--- config.mk ---
export PLATFORM = sky130hd
export DESIGN_NAME = qam_mapper
export DESIGN_NICKNAME = d
export VERILOG_FILES = /design/src/rtl/qam_pkg.sv /design/src/rtl/qam_sym_fifo.sv /design/src/rtl/qam_mapper.sv
export SDC_FILE = /design/constraint.sdc
export NUM_CORES = 1
export LEC_CHECK = 0
export CORE_ASPECT_RATIO = 1.5
export CORE_UTILIZATION = 50
export DETAILED_ROUTE_END_ITERATION = 12
export MAX_ROUTING_LAYER = met4
export PLACE_DENSITY = 0.81
export SYNTH_ARGS = -nofsm -noshare
export SYNTH_HDL_FRONTEND = slang
export SYNTH_SLANG_ARGS = --single-unit
--- constraint.sdc ---
create_clock -name axi_clk -period 4.4 [get_ports axi_clk]
set_input_delay 1.32 -clock axi_clk [delete_from_list [all_inputs] [get_ports axi_clk]]
set_output_delay 1.32 -clock axi_clk [all_outputs]
set_load 0.01 [all_outputs]
--- src/rtl/qam_pkg.sv ---
// Shared types and helpers for the QAM mapper: state encoding, Gray decode,
// level computation and configuration legality check.
package qam_pkg;

    typedef enum logic [0:0] {
        IDLE = 1'b0,
        RUN  = 1'b1
    } state_t;

    // Gray-to-binary over up to 8 bits; zero-extended inputs decode correctly
    function automatic logic [7:0] gray2bin(input logic [7:0] g);
        logic [7:0] b;
        b[7] = g[7];
        for (int i = 6; i >= 0; i--) begin
            b[i] = b[i+1] ^ g[i];
        end
        return b;
    endfunction

    // Signed amplitude for one axis, wrapped to amp_w bits (two's complement)
    function automatic int qam_level(input logic [7:0] g, input int l,
                                     input int scale, input int amp_w);
        int k;
        int v;
        k = int'(gray2bin(g));
        v = (2 * k - (l - 1)) * scale;
        return (v <<< (32 - amp_w)) >>> (32 - amp_w);
    endfunction

    function automatic bit cfg_ok(input int bps, input int sps, input int scale,
                                  input int amp_w, input int depth);
        longint peak;
        longint lim;
        peak = ((longint'(1) << (bps / 2)) - 1) * longint'(scale);
        lim  = (longint'(1) << (amp_w - 1)) - 1;
        return (bps == 4 || bps == 6 || bps == 8)
            && (sps >= 2) && (sps <= 16)
            && (scale >= 1)
            && (amp_w >= 2) && (amp_w <= 32)
            && (peak <= lim)
            && (depth >= 2) && ((depth & (depth - 1)) == 0);
    endfunction

endpackage

--- src/rtl/qam_sym_fifo.sv ---
// Small synchronous symbol FIFO with show-ahead read data, full/empty flags
// and an occupancy count. Pointer reset drops any stored contents.
module qam_sym_fifo #(
    parameter int WIDTH = 4,
    parameter int DEPTH = 4
) (
    input  logic                     clk,
    input  logic                     rst_n,
    input  logic                     wr_en,
    input  logic [WIDTH-1:0]         wr_data,
    input  logic                     rd_en,
    output logic [WIDTH-1:0]         rd_data,
    output logic                     full,
    output logic                     empty,
    output logic [$clog2(DEPTH):0]   count
);

    localparam int AW = $clog2(DEPTH);

    logic [WIDTH-1:0] mem [DEPTH];
    logic [AW-1:0]    wr_ptr;
    logic [AW-1:0]    rd_ptr;
    logic             wr_ok;
    logic             rd_ok;

    assign full    = (count == (AW + 1)'(DEPTH));
    assign empty   = (count == '0);
    assign rd_data = mem[rd_ptr];

    // A pop frees a slot in the same cycle, so a write into a full FIFO may proceed
    assign wr_ok = wr_en && (!full || rd_en);
    assign rd_ok = rd_en && !empty;

    always_ff @(posedge clk or negedge rst_n) begin
        if (!rst_n) begin
            wr_ptr <= '0;
            rd_ptr <= '0;
            count  <= '0;
        end else begin
            if (wr_ok) begin
                wr_ptr <= wr_ptr + 1'b1;
            end
            if (rd_ok) begin
                rd_ptr <= rd_ptr + 1'b1;
            end
            case ({wr_ok, rd_ok})
                2'b10:   count <= count + 1'b1;
                2'b01:   count <= count - 1'b1;
                default: count <= count;
            endcase
        end
    end

    always_ff @(posedge clk) begin
        if (wr_ok) begin
            mem[wr_ptr] <= wr_data;
        end
    end

endmodule

--- src/rtl/qam_mapper.sv ---
// M-QAM Gray mapper and upsampler: queues symbol words, maps each half-word to
// a signed level and emits SPS samples per symbol with underrun reporting.
//
// state | meaning
// IDLE  | no symbol in flight; outputs invalid and zero
// RUN   | emitting samples of the current symbol, phase 0..SPS-1
module qam_mapper
    import qam_pkg::*;
#(
    parameter int BITS_PER_SYM = 4,
    parameter int SPS          = 4,
    parameter int AMP_W        = 18,
    parameter int SCALE        = 1024,
    parameter int FIFO_DEPTH   = 4
) (
    input  logic                    axi_clk,
    input  logic                    axi_rstn,
    input  logic                    run,
    input  logic                    zero_stuff,
    input  logic                    din_valid,
    input  logic [BITS_PER_SYM-1:0] din,
    output logic                    din_ready,
    output logic                    dout_valid,
    output logic [AMP_W-1:0]        dout_i,
    output logic [AMP_W-1:0]        dout_q,
    output logic                    dout_sym_start,
    output logic                    underrun,
    output logic [15:0]             underrun_cnt
);

    localparam int HALF = BITS_PER_SYM / 2;
    localparam int L    = 1 << HALF;
    localparam int PH_W = $clog2(SPS);
    localparam int CW   = $clog2(FIFO_DEPTH) + 1;

    if (!cfg_ok(BITS_PER_SYM, SPS, SCALE, AMP_W, FIFO_DEPTH)) begin : g_bad_cfg
        $error("qam_mapper: illegal BITS_PER_SYM/SPS/SCALE/AMP_W/FIFO_DEPTH combination");
    end

    state_t                  state;
    logic [PH_W-1:0]         phase;
    logic [AMP_W-1:0]        lvl_i;
    logic [AMP_W-1:0]        lvl_q;
    logic [AMP_W-1:0]        map_i;
    logic [AMP_W-1:0]        map_q;
    logic                    starve;
    logic                    rdy_en;
    logic                    last;
    logic                    pop;
    logic                    wr_en;

    logic [BITS_PER_SYM-1:0] fifo_rd_data;
    logic                    fifo_full;
    logic                    fifo_empty;
    logic [CW-1:0]           fifo_count;
    logic                    unused_fifo_count;

    // Occupancy is only of interest to observers; the sequencer uses the flags
    assign unused_fifo_count = ^fifo_count;

    // Held low through reset, ready from the first edge after release
    always_ff @(posedge axi_clk or negedge axi_rstn) begin
        if (!axi_rstn) begin
            rdy_en <= 1'b0;
        end else begin
            rdy_en <= 1'b1;
        end
    end

    assign din_ready = rdy_en && !fifo_full;
    assign wr_en     = din_valid && din_ready;
    assign last      = (phase == PH_W'(SPS - 1));
    assign pop       = run && !fifo_empty && ((state == IDLE) || last);

    assign map_i = AMP_W'(qam_level(8'(fifo_rd_data[BITS_PER_SYM-1:HALF]), L, SCALE, AMP_W));
    assign map_q = AMP_W'(qam_level(8'(fifo_rd_data[HALF-1:0]), L, SCALE, AMP_W));

    qam_sym_fifo #(
        .WIDTH (BITS_PER_SYM),
        .DEPTH (FIFO_DEPTH)
    ) u_fifo (
        .clk     (axi_clk),
        .rst_n   (axi_rstn),
        .wr_en   (wr_en),
        .wr_data (din),
        .rd_en   (pop),
        .rd_data (fifo_rd_data),
        .full    (fifo_full),
        .empty   (fifo_empty),
        .count   (fifo_count)
    );

    always_ff @(posedge axi_clk or negedge axi_rstn) begin
        if (!axi_rstn) begin
            state          <= IDLE;
            phase          <= '0;
            lvl_i          <= '0;
            lvl_q          <= '0;
            starve         <= 1'b0;
            dout_valid     <= 1'b0;
            dout_i         <= '0;
            dout_q         <= '0;
            dout_sym_start <= 1'b0;
            underrun       <= 1'b0;
            underrun_cnt   <= '0;
        end else begin
            dout_valid     <= 1'b0;
            dout_sym_start <= 1'b0;
            dout_i         <= '0;
            dout_q         <= '0;
            starve         <= 1'b0;
            // Starvation is flagged alongside the last sample and reported one cycle later
            underrun       <= starve;
            if (starve && (underrun_cnt != 16'hFFFF)) begin
                underrun_cnt <= underrun_cnt + 1'b1;
            end

            case (state)
                IDLE: begin
                    if (pop) begin
                        lvl_i <= map_i;
                        lvl_q <= map_q;
                        phase <= '0;
                        state <= RUN;
                    end
                end
                RUN: begin
                    dout_valid     <= 1'b1;
                    dout_sym_start <= (phase == '0);
                    if ((phase == '0) || !zero_stuff) begin
                        dout_i <= lvl_i;
                        dout_q <= lvl_q;
                    end
                    if (last) begin
                        if (pop) begin
                            lvl_i <= map_i;
                            lvl_q <= map_q;
                            phase <= '0;
                        end else begin
                            // run low is a graceful stop, not a starvation
                            state  <= IDLE;
                            starve <= run;
                        end
                    end else begin
                        phase <= phase + 1'b1;
                    end
                end
                default: state <= IDLE;
            endcase
        end
    end

endmodule
==> summary.txt, run 1 <==
Max cap viols: 0
First-pass GRT wire length: 6820 um
Routed vias/inst: 4.87
Worst-path clk slew: 0.06 ns
Die Ht: 91.3 um
Yosys Warn Count: 0
Via count: 1577
Crit path DAT: 1.84 ns
Synth Register Bits: 57
Asr flop ratio synth: 71.9%
Relative slew margins: 42.6%
Area of the multi-input gates: 926 sq um
Post-layout minimum cycle time: 3.16 ns
VDD IR max: 0.343 mV
Top post-synthesis cells by count: dfrtp_1, buf_4, xnor2_1
GP Congestion: 0.766
Total GRT Usage: 17.1%
Resized Gates After CTS: 0
Placed Cells: 308
Leakage: 0.00137 uW
Post-DRT Antenna Nets: 0
Buffers added on ports: 44
Initial antenna violation count: 0
Core ar.: 5120 sq um
Final Cycle Share: 71.8%
Crit start category: flip-flop
Top cell type's share of synthesized area: 38.6%
Fill count: 429
Critical Path End Type: primary output
CP Class: flip-flop to primary output
Layout net count: 269
Count of pins over their slew limit: 0
Postcts setup bufs: 0
# setup viols final: 0
Maximum root-to-sink buffer count: 2
Area growth from synthesis to layout: 21.6%
Part of the Yosys area used for sequential elements: 56.7%
Hold-fix buffers, CTS: 0
Worst Hold Class: flip-flop to flip-flop
Synth unique cells: 37
Hold Fails Final Rpt: 0
Clk root buf: clkbuf_8
Initial core utilization: 51.8%
Initial DRC Count: 35
Num CTS Buffers: 9
Post-synth EDFFs: 16
Die width: 61.5 um
Power Density: 585 nW/um^2
Final HPWL DP: 2830 um
CTS tree: yes
Crit Path Max Fanout: 6
DR DRC count: 0
Fin Clk Skew: 0.00549 ns
Max frequency: 317 MHz
GRT overflow: 0
Tightest Pin Transition: 0.862 ns
Final TNS setup: 0 ns
Synth area leader: dfrtp_1
Top cells by area, synth: dfrtp_1, edfxtp_1, buf_4
Cell count after synthesis: 211
Final WL: 3860 um
I/O Pins: 65
Layout cells sized above 1: 11.7%
RSZ-0062 raised after global routing: false
Largest net degree at the start of global routing: 42
Dominant synthesized flop cell: dfrtp_1
Worst Path Required: 3.08 ns
Die area: 5610 sq um
H-Tree Depth: 3
Most numerous cell in the Yosys netlist: dfrtp_1
Fin cells: 324
Status: finished clean
Rows: 32
Clk sinks: 57
DRT Pass-1 Iters: 4
Post-Syn Area per Cell: 12.6 sq um
Worst skew pair latency: 0.32 ns
Storage cell area: 1510 sq um
Vias in the first global route: 1557
Synthesized cell area: 2660 sq um
Antenna Cells: 0
DR WL/cell: 11.9 um
==> final timing paths <==
check,start,endpoint,slack (ns),cells past startpoint
min in group asynchronous,axi_rstn,underrun_cnt[0],1.12,1
worst max register to register,u_fifo.count[0],u_fifo.count[2],2.26,10
worst min-delay path,starve,underrun,0.45,0
worst max-delay path,u_fifo.count[0],din_ready,1.24,3
worst min register to register,starve,underrun,0.45,0
max in group asynchronous,axi_rstn,dout_q[16],2.74,1
==> stage by stage <==
stage / hold WS (ns) / power (uW) / area [sq um] / setup slack, ns / util [%]
6_report: 0.448 / 1890 / 3230 / 1.24 / 63.0
4_1_cts: 0.455 / 1910 / 3230 / 1.23 / 63.0
2_1_floorplan: 0.387 / 1180 / 2730 / 1.61 / -
5_1_grt: 0.468 / 2030 / 3230 / 1.11 / 63.0
3_5_place_dp: 0.441 / 1350 / 3000 / 1.06 / 58.5
3_3_place_gp: 0.425 / 1330 / 3000 / 1.16 / 58.5
==> cells in the final DEF (no fill, tap or decap) <==
cell type / Yosys / routed
a21boi_0: 1 / 1
nor4_1: 1 / 1
mux2_4: 1 / 1
nor2b_1: 1 / 1
o41a_1: 1 / 1
nor2_1: 8 / 8
or4_4: 1 / 1
nand2_1: 9 / 9
mux4_2: 4 / 4
and2_1: 8 / 8
edfxtp_1: 16 / 16
dfrtp_1: 41 / 41
o31ai_1: 1 / 1
mux2_2: 3 / 3
nand4b_1: 1 / 1
mux2i_1: 1 / 1
nand3_1: 7 / 7
and4_1: 1 / 1
bufinv_16: 0 / 3
a21oi_1: 4 / 4
ha_1: 8 / 8
and4_2: 1 / 1
nand4_2: 1 / 1
xor2_1: 4 / 4
buf_2: 2 / 1
nand4_1: 9 / 9
and3_1: 7 / 7
o21ai_0: 2 / 2
clkbuf_8: 0 / 9
a31oi_1: 1 / 1
conb_1: 2 / 21
nand2b_1: 1 / 1
clkinv_1: 0 / 1
clkinv_2: 0 / 3
buf_4: 31 / 1
clkdlybuf4s50_1: 0 / 43
xnor2_1: 17 / 17
or2_2: 2 / 2
fa_1: 1 / 1
inv_1: 10 / 10
==> kinds of logic after synthesis <==
kind of cell	count (synthesis)	synth area share, %
simple gates	58	12.5
flops	57	56.7
buf+inv	45	11.1
xor+xnor	21	6.92
compound gates	10	2.36
fa+ha+maj	9	4.52
mux	9	5.61
other cells	2	0.283
==> where the power goes <==
part	internal (uW)	switching (uW)	total, uW
clock network	371	190	561
registers	669	94.3	763
logic	319	247	566
==> layout make-up <==
cell class                      count  share of cell area (%)
Timing Repair Buffer               45                    13.7
Inverter                           10                    1.16
Tap cell                           68                    2.63
Clock inverter                      7                    3.37
Sequential cell                    57                    46.6
Clock buffer                        9                    3.83
Multi-Input combinational cell    128                    28.7
==> flip-flops by register name, indices dropped and copies added (netlist names) <==
name,flops
u_fifo.wr_ptr,2
state,1
dout_i,3
u_fifo.mem,16
u_fifo.rd_ptr,2
lvl_q,2
underrun_cnt,16
starve,1
dout_valid,1
u_fifo.count,3
underrun,1
dout_q,2
phase,2
dout_sym_start,1
lvl_i,3
rdy_en,1
==> routing by layer <==
| layer | global-route usage [%] | routed length [um] |
|---|---|---|
| met2 | 26.0 | 2060 |
| met4 | 7.78 | 62 |
| met1 | 20.2 | 1540 |
| met5 | - | 0 |
| met3 | 5.56 | 187 |
==> worst max-delay path, cell delays in order, from the launching register on <==
cell and delay (ns):
dfrtp_1 0.40, inv_1 0.10, a31oi_1 0.40, clkdlybuf4s50_1 0.62
Power figures use the tool's default switching activity.
==> inputs of run 2 (changes only) <==
--- a/config.mk
+++ b/config.mk
@@ -6,10 +6,10 @@
 export NUM_CORES = 1
 export LEC_CHECK = 0
 export CORE_ASPECT_RATIO = 1.5
-export CORE_UTILIZATION = 50
+export CORE_UTILIZATION = 44
 export DETAILED_ROUTE_END_ITERATION = 12
 export MAX_ROUTING_LAYER = met4
-export PLACE_DENSITY = 0.81
+export PLACE_DENSITY = 0.75
 export SYNTH_ARGS = -nofsm -noshare
 export SYNTH_HDL_FRONTEND = slang
 export SYNTH_SLANG_ARGS = --single-unit
==> constraint.sdc (replaced) <==
create_clock -name axi_clk -period 2.65 [get_ports axi_clk]
set_input_delay 0.795 -clock axi_clk [delete_from_list [all_inputs] [get_ports axi_clk]]
set_output_delay 0.795 -clock axi_clk [all_outputs]
set_load 0.01 [all_outputs]
==> summary.txt, run 2 (synthesis gave the netlist of run 1 again) <==
Initial antenna violation count: 0 (unchanged)
Total GRT Usage: 15.4% (-1.7 points)
Worst-case reg-to-reg path depth: 10 (unchanged)
Fill count: 499 (+16%)
Slowest stage cell, crit path: clkdlybuf4s50_1
Antenna Cells: 0 (unchanged)
Storage cell area: 1510 sq um (unchanged)
Buffers added on ports: 44 (unchanged)
Via count: 1593 (+1.0%)
Post-route cell area: 3190 sq um (-1.1%)
Max frequency: 395 MHz
Start point of the critical path: u_fifo.count[0]
GP Congestion: 0.834 (+8.9%)
First-pass GRT wire length: 7070 um (+3.6%)
Post-layout minimum cycle time: 2.53 ns
Initial core utilization: 45.6% (-6.3 points)
Crit start category: flip-flop
Critical Path End Type: primary output
Final WL: 4220 um (+9.5%)
Initial DRC Count: 34 (-2.9%)
Commonest cells after routing, fill and taps aside: clkdlybuf4s50_1, dfrtp_1, conb_1, xnor2_1, edfxtp_1
Critical R2R Launch: u_fifo.count[1]
DRT Pass-1 Iters: 4 (unchanged)
Die area: 6360 sq um (+13%)
Area of the multi-input gates: 932 sq um (+0.68%)
CP Class: flip-flop to primary output
Placed Area: 3030 sq um (+0.92%)
VDD IR max: 0.494 mV (+44%)
Worst-path clk slew: 0.06 ns (about the same)
Rows: 34 (+6.3%)
Worst Hold Class: input pin to async pin
Layout net count: 272 (+1.1%)
Leakage: 0.00135 uW (-1.5%)
Post-DRT Antenna Nets: 0 (unchanged)
Worst Path Required: 1.86 ns (-1.22 ns)
Commonest non-fill, non-tap cell in the layout: clkdlybuf4s50_1
Die width: 65.4 um (+6.4%)
Die Ht: 97.2 um (+6.5%)
Final HPWL DP: 3140 um (+11%)
Routed vias/inst: 4.81 (-1.1%)
Final Cycle Share: 95.4%
Area growth from synthesis to layout: 20.3%
Largest net degree at the start of global routing: 18 (-57%)
Status: finished clean
Worst reg2reg setup slack: 0.57 ns (-1.69 ns)
Power Density: 908 nW/um^2 (+55%)
CP endpoint: din_ready
CTS tree: yes
Count of pins over their slew limit: 0 (unchanged)
Worst R2R End: u_fifo.count[2]
Vias in the first global route: 1500 (-3.7%)
GRT overflow: 0 (unchanged)
Crit Path Max Fanout: 6 (unchanged)
Slack of the critical path: 0.121 ns (-1.12 ns)
Crit path DAT: 1.73 ns (-0.11 ns)
Largest regs: u_fifo.mem: 16 flops, underrun_cnt: 16 flops
DR WL/cell: 12.8 um (+7.2%)
Pre-CTS WS: 0.00161 ns (-1.06 ns)
Clk sinks: 57 (unchanged)
Maximum root-to-sink buffer count: 2 (unchanged)
Fin Clk Skew: 0.00773 ns (+0.00224 ns)
Layout cells sized above 1: 12.0% (+0.25 points)
CP max stage delay: 0.60 ns (-0.02 ns)
Clk root buf: clkbuf_8
Hold_ws: 0.390 ns (-0.0588 ns)
Max cap viols: 0 (unchanged)
I/O Pins: 65 (unchanged)
Worst skew pair latency: 0.33 ns (about the same)
Ordered cell list for the critical path: inv_1 > a31oi_2 > clkdlybuf4s50_1
DR DRC count: 0 (unchanged)
Hold Fails Final Rpt: 0 (unchanged)
H-Tree Depth: 3 (unchanged)
Num CTS Buffers: 9 (unchanged)
# setup viols final: 0 (unchanged)
Core ar.: 5830 sq um (+14%)
run 2: changes by cell type in the layout (fill, tap and decap cells not counted):
| cell | before | now |
|---|---|---|
| buf_4 | 1 | 4 |
| bufinv_16 | 3 | 0 |
| clkinv_1 | 1 | 3 |
| a31oi_1 | 1 | 0 |
| a31oi_2 | 0 | 1 |
| clkbuf_1 | 0 | 1 |
| clkbuf_8 | 9 | 10 |
| clkinv_2 | 3 | 2 |
run 2: per-stage QoR:
stage / utilization, % / std cells / TNS [ns] / power (uW)
final: 54.8 / 331 / 0 / 2900
after global routing: 54.8 / 331 / -0.00667 / 3100
after CTS: 54.7 / 331 / 0 / 2940
after detailed placement: 51.9 / 315 / 0 / 2260
after global placement: 51.9 / 315 / 0 / 2230
after floorplan: - / 230 / 0 / 1950
run 2: what timing repair did:
item,CTS,global route
endpoints found under the setup margin,0,1
hold buffers,0,0
setup buffers,0,0
resized for setup,0,1
run 2: layout make-up:
cell class / count / area share (%)
flip-flops and latches: 57 / 47.2
multi-input cells: 128 / 29.2
repair buffers: 48 / 14.6
clock buffers: 11 / 4.43
well taps: 72 / 2.82
inverters: 10 / 1.18
clock inverters: 5 / 0.666
run 2: worst min-delay path by stage:
stage                         from          endpoint  slack, ns
after CTS                 axi_rstn   u_fifo.count[0]       0.38
after floorplan             starve          underrun       0.39
after global placement      starve          underrun       0.43
after global routing      axi_rstn   u_fifo.count[0]       0.40
after detailed placement    starve          underrun       0.44
final                     axi_rstn  underrun_cnt[12]       0.39
run 2: critical path: cells and delay by family, from the launching register on:
| family | cells | cell delay [ns] |
|---|---|---|
| AO/OA/AOI/OAI | 1 | 0.30 |
| buffers and inverters | 2 | 0.71 |
| flip-flops | 1 | 0.40 |
run 2: report_power, final:
part / switching [uW] / internal, uW / leakage, uW
clock network: 312 / 351 / 0.0000856
registers: 170 / 1110 / 0.000659
logic: 422 / 535 / 0.000608
run 2: layer usage:
layer,vias to the layer above,share of wire (%),GRT usage [%]
li1,759,-,-
met1,777,40,16.6
met2,51,53,24.8
met3,6,5.3,5.40
met4,0,1.3,7.53
met5,-,0,-
==> inputs of run 3 (changes only) <==
--- a/config.mk
+++ b/config.mk
@@ -8,8 +8,9 @@
 export CORE_ASPECT_RATIO = 1.5
 export CORE_UTILIZATION = 44
 export DETAILED_ROUTE_END_ITERATION = 12
+export GPL_TIMING_DRIVEN = 0
 export MAX_ROUTING_LAYER = met4
-export PLACE_DENSITY = 0.75
+export PLACE_DENSITY = 0.82
 export SYNTH_ARGS = -nofsm -noshare
 export SYNTH_HDL_FRONTEND = slang
 export SYNTH_SLANG_ARGS = --single-unit
==> summary.txt, run 3 (synthesis gave the netlist of run 1 again) <==
Status: finished clean
H-Tree Depth: 3 (unchanged)
Net Sw Frac: 29.6% (-1.6 points)
Storage cell area: 1510 sq um (unchanged)
Combinational power share: 35.9% (+2.9 points)
Rows: 34 (unchanged)
Core ar.: 5830 sq um (unchanged)
Area growth from synthesis to layout: 29.5%
DR DRC count: 0 (unchanged)
Antenna Cells: 0 (unchanged)
Commonest non-fill, non-tap cell in the layout: clkdlybuf4s50_1
Maximum root-to-sink buffer count: 2 (unchanged)
P_int: 2170 uW (+8.7%)
Max cap viols: 0 (unchanged)
CP Class: flip-flop to primary output
Fill count: 494 (-1.0%)
Fin Clk Skew: 0.00669 ns (-0.00104 ns)
First-pass GRT wire length: 6910 um (-2.2%)
Worst skew pair latency: 0.33 ns (about the same)
Largest net degree at the start of global routing: 42 (+24)
Num CTS Buffers: 9 (unchanged)
Final HPWL DP: 2970 um (-5.5%)
Hold Fails Final Rpt: 0 (unchanged)
Postcts setup bufs: 0 (unchanged)
Critical Path End Type: primary output
Layout cells sized above 1: 21.7% (+9.8 points)
Die Ht: 97.2 um (unchanged)
Clk root buf: clkbuf_8
Final TNS setup: 0 ns (unchanged)
Layout net count: 303 (+11%)
Max frequency: 382 MHz (-3.4%)
Routed vias/inst: 4.54 (-5.6%)
DR WL/cell: 11.3 um (-12%)
Power Density: 896 nW/um^2 (-1.3%)
# setup viols final: 0 (unchanged)
Worst reg2reg setup slack: 0.47 ns (-0.10 ns)
Tightest Pin Transition: 0.884 ns
I/O Pins: 65 (unchanged)
VDD IR max: 0.379 mV (-23%)
Final WL: 4080 um (-3.3%)
Crit Path Max Fanout: 6 (unchanged)
Total GRT Usage: 14.9% (-0.50 points)
GRT overflow: 0 (unchanged)
Initial core utilization: 45.6% (unchanged)
Relative slew margins: 41.0%
DRT Pass-1 Iters: 4 (unchanged)
Area of the multi-input gates: 926 sq um (-0.67%)
Crit path DAT: 1.82 ns (+0.09 ns)
Clk sinks: 57 (unchanged)
Slowest stage cell, crit path: clkdlybuf4s50_1
Final Cycle Share: 98.8% (+3.4 points)
GP Congestion: 0.823 (-1.4%)
Post-layout minimum cycle time: 2.62 ns (+0.0901 ns)
Initial antenna violation count: 0 (unchanged)
Post-DRT Antenna Nets: 0 (unchanged)
Switching power: 913 uW (+0.95%)
Worst Path Required: 1.86 ns (about the same)
CP max stage delay: 0.62 ns (+0.02 ns)
Leakage: 0.00153 uW (+13%)
Vias in the first global route: 1554 (+3.6%)
Crit start category: flip-flop
Die area: 6360 sq um (unchanged)
Hold path cells: 0
RSZ-0062 raised after global routing: true
Via count: 1644 (+3.2%)
Initial DRC Count: 33 (-2.9%)
Clock network power share: 23.6% (+0.7 points)
Sequential power share: 40.6% (-3.5 points)
Die width: 65.4 um (unchanged)
Worst-case reg-to-reg path depth: 10 (unchanged)
Hold_ws: 0.456 ns (+0.0660 ns)
Ordered cell list for the critical path: inv_1 > a31oi_1 > clkdlybuf4s50_1
Buffers added on ports: 44 (unchanged)
Worst-path clk slew: 0.06 ns (about the same)
CTS tree: yes
Commonest cells after routing, fill and taps aside: clkdlybuf4s50_1, dfrtp_1, buf_4, conb_1, xnor2_1
Largest regs: u_fifo.mem: 16 flops, underrun_cnt: 16 flops
Worst Hold Class: flip-flop to flip-flop
Count of pins over their slew limit: 0 (unchanged)
==> run 3: cell types whose count changed in the layout (fill, tap and decap cells not counted), sizes merged <==
| cell | before | now |
|---|---|---|
| buf | 5 | 35 |
| clkbuf | 11 | 14 |
| clkinv | 5 | 3 |
==> run 3: power by group through the flow <==
stage	clock (uW)	combinational (uW)	sequential (uW)
final	727	1110	1250
after detailed placement	0	1100	1270
after global placement	0	1070	1260
after floorplan	0	683	1270
after CTS	749	1120	1250
after global routing	788	1220	1290
==> run 3: layout make-up <==
| cell class | instances | share of cell area [%] |
|---|---|---|
| Inverter | 10 | 1.09 |
| Timing Repair Buffer | 44 | 12.7 |
| Clock inverter | 3 | 0.437 |
| Multi-Input combinational cell | 128 | 26.9 |
| Sequential cell | 57 | 43.8 |
| Tap cell | 72 | 2.62 |
| Buffer | 35 | 7.57 |
| Clock buffer | 13 | 4.91 |
==> run 3: worst paths after layout <==
check,startpoint,end
setup / recovery,u_fifo.count[0],din_ready
hold / removal,starve,underrun
setup reg to reg,phase[0],u_fifo.count[2]
hold reg to reg,starve,underrun
max in group asynchronous,axi_rstn,u_fifo.count[1]
min in group asynchronous,axi_rstn,underrun_cnt[3]
==> run 3: stage by stage <==
| step | worst slack (ns) | total power [uW] | area, sq um | util, % | std cells |
|---|---|---|---|---|---|
| 2_1_floorplan | 0.382 | 1950 | 2730 | - | 230 |
| 3_3_place_gp | -0.278 | 2330 | 3260 | 55.9 | 346 |
| 3_5_place_dp | -0.316 | 2370 | 3250 | 55.8 | 346 |
| 4_1_cts | 0.0202 | 3120 | 3440 | 59.0 | 362 |
| 5_1_grt | -0.0612 | 3290 | 3440 | 59.0 | 362 |
| 6_report | 0.0311 | 3080 | 3440 | 59.0 | 362 |
==> run 3: repair_timing <==
action | CTS | global route
setup endpoints to repair | 0 | 2
gates resized for setup | 0 | 2
hold buffers | 0 | 0
==> run 3: critical path: cells and delay by family (launching register included) <==
| kind | cells | cell delay (ns) |
|---|---|---|
| flops | 1 | 0.40 |
| compound gates | 1 | 0.38 |
| buf+inv | 2 | 0.72 |
==> run 3: per-layer routing <==
metal | vias up | global-route usage, % | part of all wire [%]
li1 | 818 | - | -
met2 | 47 | 23.3 | 51
met5 | - | - | 0
met1 | 770 | 16.8 | 41
met4 | 0 | 9.03 | 2.2
met3 | 9 | 3.87 | 4.9
